## src/rtl/dmem_mmio_responder_pkg.sv

```systemverilog
// Shared constants for the dmem MMIO responder.
//   - MMIO register offsets within the 16-word MMIO window
//   - STATUS register bit positions
//   - default base word address of the MMIO window
package dmem_mmio_responder_pkg;

  localparam logic [3:0] OFF_TXDATA = 4'd0;
  localparam logic [3:0] OFF_STATUS = 4'd1;
  localparam logic [3:0] OFF_GPIO   = 4'd2;
  localparam logic [3:0] OFF_CYCLES = 4'd3;

  localparam int STAT_EMPTY     = 0;
  localparam int STAT_FULL      = 1;
  localparam int STAT_OVF       = 2;
  localparam int STAT_COUNT_LSB = 8;

  localparam logic [11:0] MMIO_BASE_DEFAULT = 12'hFF0;

endpackage

```

## src/rtl/dmem_mmio_responder_sync_fifo.sv

```systemverilog
// Synchronous FIFO with registered pointers and occupancy count.
// Ports:
//   clock, reset        : clock and asynchronous active-high reset
//   push, din           : write request and data (dropped when full unless popping)
//   pop                 : read request (ignored when empty)
//   dout                : head entry, zero while empty
//   count, full, empty  : occupancy 0..DEPTH and derived flags
module sync_fifo #(
  parameter int DEPTH = 8,
  parameter int WIDTH = 32,
  localparam int PW = $clog2(DEPTH)
) (
  input  logic             clock,
  input  logic             reset,
  input  logic             push,
  input  logic             pop,
  input  logic [WIDTH-1:0] din,
  output logic [WIDTH-1:0] dout,
  output logic [PW:0]      count,
  output logic             full,
  output logic             empty
);

  logic [WIDTH-1:0] mem [DEPTH];
  logic [PW-1:0]    wr_ptr;
  logic [PW-1:0]    rd_ptr;
  logic             do_push;
  logic             do_pop;

  assign full  = (count == (PW+1)'(DEPTH));
  assign empty = (count == '0);

  // A full FIFO still accepts a push when the head leaves in the same cycle.
  assign do_push = push && (!full || pop);
  assign do_pop  = pop && !empty;

  // Storage is not reset, so the head is masked while empty.
  assign dout = empty ? '0 : mem[rd_ptr];

  always_ff @(posedge clock or posedge reset) begin
    if (reset) begin
      wr_ptr <= '0;
      rd_ptr <= '0;
      count  <= '0;
    end else begin
      if (do_push) wr_ptr <= wr_ptr + 1'b1;
      if (do_pop)  rd_ptr <= rd_ptr + 1'b1;
      case ({do_push, do_pop})
        2'b10:   count <= count + 1'b1;
        2'b01:   count <= count - 1'b1;
        default: count <= count;
      endcase
    end
  end

  always_ff @(posedge clock) begin
    if (do_push) mem[wr_ptr] <= din;
  end

endmodule

```

## src/rtl/dmem_mmio_responder.sv

```systemverilog
// Responder on the processor data-memory bus. RAM-region accesses pass
// straight through to the syncram; the top 16 words hold MMIO registers
// (TX FIFO, STATUS, GPIO, CYCLES). MMIO reads are registered so both
// regions present read data one clock after the address.
// Ports:
//   clock, reset              : dmem clock, asynchronous active-high reset
//   address_dmem, data, wren  : processor request
//   q_dmem                    : read data to processor (1-clock latency)
//   ram_address/data/wren     : syncram request (wren gated in MMIO region)
//   ram_q                     : syncram registered read data
//   tx_data, tx_valid, tx_ready : TX FIFO drain port
//   gpio_out                  : GPIO output register
module dmem_mmio_responder
  import dmem_mmio_responder_pkg::*;
#(
  parameter int                    ADDR_WIDTH = 12,
  parameter int                    DATA_WIDTH = 32,
  parameter logic [ADDR_WIDTH-1:0] MMIO_BASE  = MMIO_BASE_DEFAULT,
  parameter int                    FIFO_DEPTH = 8
) (
  input  logic                  clock,
  input  logic                  reset,
  input  logic [ADDR_WIDTH-1:0] address_dmem,
  input  logic [DATA_WIDTH-1:0] data,
  input  logic                  wren,
  output logic [DATA_WIDTH-1:0] q_dmem,
  output logic [ADDR_WIDTH-1:0] ram_address,
  output logic [DATA_WIDTH-1:0] ram_data,
  output logic                  ram_wren,
  input  logic [DATA_WIDTH-1:0] ram_q,
  output logic [DATA_WIDTH-1:0] tx_data,
  output logic                  tx_valid,
  input  logic                  tx_ready,
  output logic [DATA_WIDTH-1:0] gpio_out
);

  localparam int CW = $clog2(FIFO_DEPTH) + 1;

  logic                  is_mmio;
  logic [3:0]            offset;
  logic                  push;
  logic                  pop;
  logic                  fifo_full;
  logic                  fifo_empty;
  logic [CW-1:0]         fifo_count;
  logic                  overflow;
  logic                  ovf_set;
  logic                  wr_status;
  logic                  wr_gpio;
  logic                  wr_cycles;
  logic [DATA_WIDTH-1:0] cycles;
  logic [DATA_WIDTH-1:0] status;
  logic [DATA_WIDTH-1:0] rd_val;
  logic                  sel_mmio;
  logic [DATA_WIDTH-1:0] mmio_q;

  assign is_mmio = (address_dmem[ADDR_WIDTH-1:4] == MMIO_BASE[ADDR_WIDTH-1:4]);
  assign offset  = address_dmem[3:0];

  assign ram_address = address_dmem;
  assign ram_data    = data;
  assign ram_wren    = wren && !is_mmio;

  assign push      = wren && is_mmio && (offset == OFF_TXDATA);
  assign wr_status = wren && is_mmio && (offset == OFF_STATUS);
  assign wr_gpio   = wren && is_mmio && (offset == OFF_GPIO);
  assign wr_cycles = wren && is_mmio && (offset == OFF_CYCLES);
  assign pop       = tx_valid && tx_ready;
  // A simultaneous pop frees a slot, so only an unmatched push into a full FIFO overflows.
  assign ovf_set   = push && fifo_full && !pop;

  sync_fifo #(
    .DEPTH (FIFO_DEPTH),
    .WIDTH (DATA_WIDTH)
  ) u_fifo (
    .clock (clock),
    .reset (reset),
    .push  (push),
    .pop   (pop),
    .din   (data),
    .dout  (tx_data),
    .count (fifo_count),
    .full  (fifo_full),
    .empty (fifo_empty)
  );

  assign tx_valid = !fifo_empty;

  always_comb begin
    status                          = '0;
    status[STAT_EMPTY]              = fifo_empty;
    status[STAT_FULL]               = fifo_full;
    status[STAT_OVF]                = overflow;
    status[STAT_COUNT_LSB +: CW]    = fifo_count;
  end

  always_comb begin
    rd_val = '0;
    case (offset)
      OFF_STATUS: rd_val = status;
      OFF_GPIO:   rd_val = gpio_out;
      OFF_CYCLES: rd_val = cycles;
      default:    rd_val = '0;
    endcase
  end

  // Register stage: read data captured from pre-update register values.
  always_ff @(posedge clock or posedge reset) begin
    if (reset) begin
      sel_mmio <= 1'b0;
      mmio_q   <= '0;
      gpio_out <= '0;
      cycles   <= '0;
      overflow <= 1'b0;
    end else begin
      sel_mmio <= is_mmio;
      mmio_q   <= rd_val;
      if (wr_gpio) gpio_out <= data;
      cycles <= wr_cycles ? data : cycles + 1'b1;
      // Set wins over a clearing STATUS write in the same cycle.
      if (ovf_set)        overflow <= 1'b1;
      else if (wr_status) overflow <= 1'b0;
    end
  end

  assign q_dmem = sel_mmio ? mmio_q : ram_q;

endmodule

```

## config.mk

```make
export PLATFORM = sky130hd
export DESIGN_NAME = dmem_mmio_responder
export DESIGN_NICKNAME = d
export VERILOG_FILES = /design/src/rtl/dmem_mmio_responder_pkg.sv /design/src/rtl/dmem_mmio_responder_sync_fifo.sv /design/src/rtl/dmem_mmio_responder.sv
export SDC_FILE = /design/constraint.sdc
export NUM_CORES = 1
export LEC_CHECK = 0
export BUFFER_PORTS_ARGS = -buffer_cell sky130_fd_sc_hd__buf_4
export CORE_MARGIN = 4
export CORE_UTILIZATION = 34
export DETAILED_ROUTE_END_ITERATION = 6
export SYNTH_ARGS = -nofsm -noshare
export SYNTH_HDL_FRONTEND = slang
export SYNTH_SLANG_ARGS = --single-unit
```

## constraint.sdc

```tcl
create_clock -name clock -period 8.37 [get_ports clock]
set_input_delay 0.837 -clock clock [delete_from_list [all_inputs] [get_ports clock]]
set_output_delay 0.837 -clock clock [all_outputs]
set_load 0.02 [all_outputs]
```

==> impl_metrics.tcl <==
set metrics [dict create \
    clockBufferDepth 3 \
    placed_cells 1645 \
    areaGrowthSynthToFinish_pct 21.8 \
    leakage_nw 7.21 \
    grt_antenna_before_repair 2 \
    drt-total-wl_um 37300 \
    yosysTopAreaCell "edfxtp_1" \
    setup_tns_ns 0 \
    syn-num-nets 991 \
    fp.coreArea_um2 44400 \
    postSynthCellCount 905 \
    fp.dieArea_um2 48600 \
    drive_above_1_share 0.428 \
    post_cts_buffers 0 \
    fmax_mhz 241 \
    syn_avg_cell_area_um2 17.0 \
    synth.most_common_cell "edfxtp_1" \
    cellPowerDensity_nw_per_um2 278 \
    drtIter0Drc 501 \
    ant_nets 0 \
    firstDrtPassIters 7 \
    tightest_slew_ns 1.20 \
    synth_top_area_share 0.501 \
    post-route-min-period_ns 4.14 \
    yosysUniqueCellTypes 48 \
    skew_ns 0.0168 \
    fin_crit_sh 0.495 \
    htreeDepth 2 \
    yosysSeqAreaShare 0.677 \
    dp_slack_ns 4.65 \
    cts_root_buffer "clkbuf_16" \
    vias 8508 \
    grt_max_degree 81 \
    synth-warning-count 0 \
    wire_per_inst_um 21.8 \
    maxSlewViolCount 0 \
    synthTopCellsByArea "edfxtp_1 (50%), dfrtp_1 (18%), mux4_2 (9.4%)" \
    critical_path_class "reg2out" \
    cts.clk_slew.worst_paths_ns 0.06 \
    cts_tree "built" \
    grt_pass1_vias 9000 \
    hold_class "in2async" \
    drc 3 \
    status "complete, but fails checks" \
    clkSinkCount 364 \
    fp.dieH_um 220 \
    io_buffers 221 \
    track_usage 0.153 \
    clkLatencyLatePin_ns 0.54 \
    syn_area_um2 15300 \
    synthTopCellsByCount "edfxtp_1 (256), dfrtp_1 (108), nor2_1 (69), mux2_2 (65), mux4_2 (64)" \
    setup_viol 0 \
    cts_inserted_buffers 39 \
    total_power_mw 5.19 \
    cap_violations 0 \
    required_ns 7.53 \
    gp_congestion 0.765 \
    endpoint_kind "output port" \
    layout.cells.non_filler 1715 \
    violations "design-rule violations" \
    path_max_fanout 40 \
    ys_seq_elements 364 \
    grt_pass1_wl_um 56100 \
    fin_ws_ns 4.23 \
    peakVddDrop_v 0.000138 \
    hpwl_um 23600 \
    viasPerCell 4.96 \
    fp-row-count 77 \
    start_kind "flop" \
    ys.flop_type "edfxtp_1" \
    grt_setup_unrepaired "false" \
    final_nets 1180 \
    ios 222 \
    critPathArrivalTime_ns 3.30 \
    start_util 0.346 \
    dieWidth_um 220 \
    overflow 0 \
    post_cts_resized 0 \
    async_reset_ff_frac 0.297 \
    relSlewSlack 0.199 \
    synth_edf_count 256 \
    antennaDiodeCount 0 \
    hold_violations 0 \
    ctsHoldBuffers 0 \
]
==> where the power goes <==
| part | leakage (nW) | internal (mW) | switching [mW] |
|---|---|---|---|
| clock network | 0.652 | 1.10 | 0.697 |
| logic | 2.79 | 0.630 | 0.632 |
| registers | 3.77 | 1.97 | 0.163 |
==> worst max-delay path, stage by stage (launching register included) <==
cell     delay [ns]
dfrtp_4        0.78
buf_4          0.75
mux4_2         0.59
mux2i_1        0.36
nor2_1         0.09
buf_4          0.20
==> per-stage QoR <==
stage | utilization | hold slack, ns | cell area, um2
6_report | 0.421 | 0.291 | 18700
5_1_grt | 0.421 | 0.308 | 18700
4_1_cts | 0.421 | 0.288 | 18700
3_5_place_dp | 0.391 | 0.508 | 17300
3_3_place_gp | 0.391 | 0.501 | 17300
2_1_floorplan | - | 0.459 | 15300
==> routing by layer <==
layer,GRT usage,wire length (um)
met5,0,0
met4,0.0345,643
met3,0.0308,2100
met2,0.251,18000
met1,0.212,16500
==> registers in the layout, indices dropped and copies added (netlist names) <==
signal,cells
overflow,1
sel_mmio,1
u_fifo.rd_ptr,3
u_fifo.mem,256
u_fifo.count,4
gpio_out,32
mmio_q,32
cycles,32
u_fifo.wr_ptr,3
==> area by class of cell <==
type                            instances  area [um2]
Clock buffer                           49        1070
Multi-Input combinational cell        441        4400
Fill cell                            3959       25700
Sequential cell                       364       10400
Inverter                               13        51.3
Clock inverter                         21         273
Timing Repair Buffer                  235        1760
Tap cell                              592         741
==> cells by family after synthesis <==
kind of cell,Yosys count,share of synthesized area
simple gates,165,0.0588
compound gates,69,0.0350
fa+ha+maj,6,0.00489
buf+inv,100,0.0384
mux,163,0.164
xor+xnor,38,0.0217
flops,364,0.677
==> placed cells by master, fill, tap and decap left out, types with 11 or more instances in the layout <==
master,instances
a21oi_1,16
a21oi_2,17
a22o_1,25
buf_4,235
clkbuf_16,40
dfrtp_1,105
edfxtp_1,256
inv_1,11
mux2_2,65
mux2i_1,32
mux4_2,64
nand2_1,22
nand3_1,14
nand4_1,11
nor2_1,63
nor2_2,19
xnor2_1,12
xor2_1,26
==> worst paths after layout <==
path / cells after the start / startpoint / endpoint / slack, ns
worst max register to register: 11 / u_fifo.count[0] / u_fifo.count[2] / 5.10
max in group asynchronous: 3 / reset / u_fifo.rd_ptr[0] / 6.58
worst min-delay path: 2 / reset / gpio_out[14] / 0.29
worst max-delay path: 5 / u_fifo.rd_ptr[0] / tx_data[2] / 4.23
worst min register to register: 1 / cycles[0] / cycles[0] / 0.51
min in group clock: 1 / cycles[0] / cycles[0] / 0.51
Note: power is estimated with default switching activity, not from simulation.
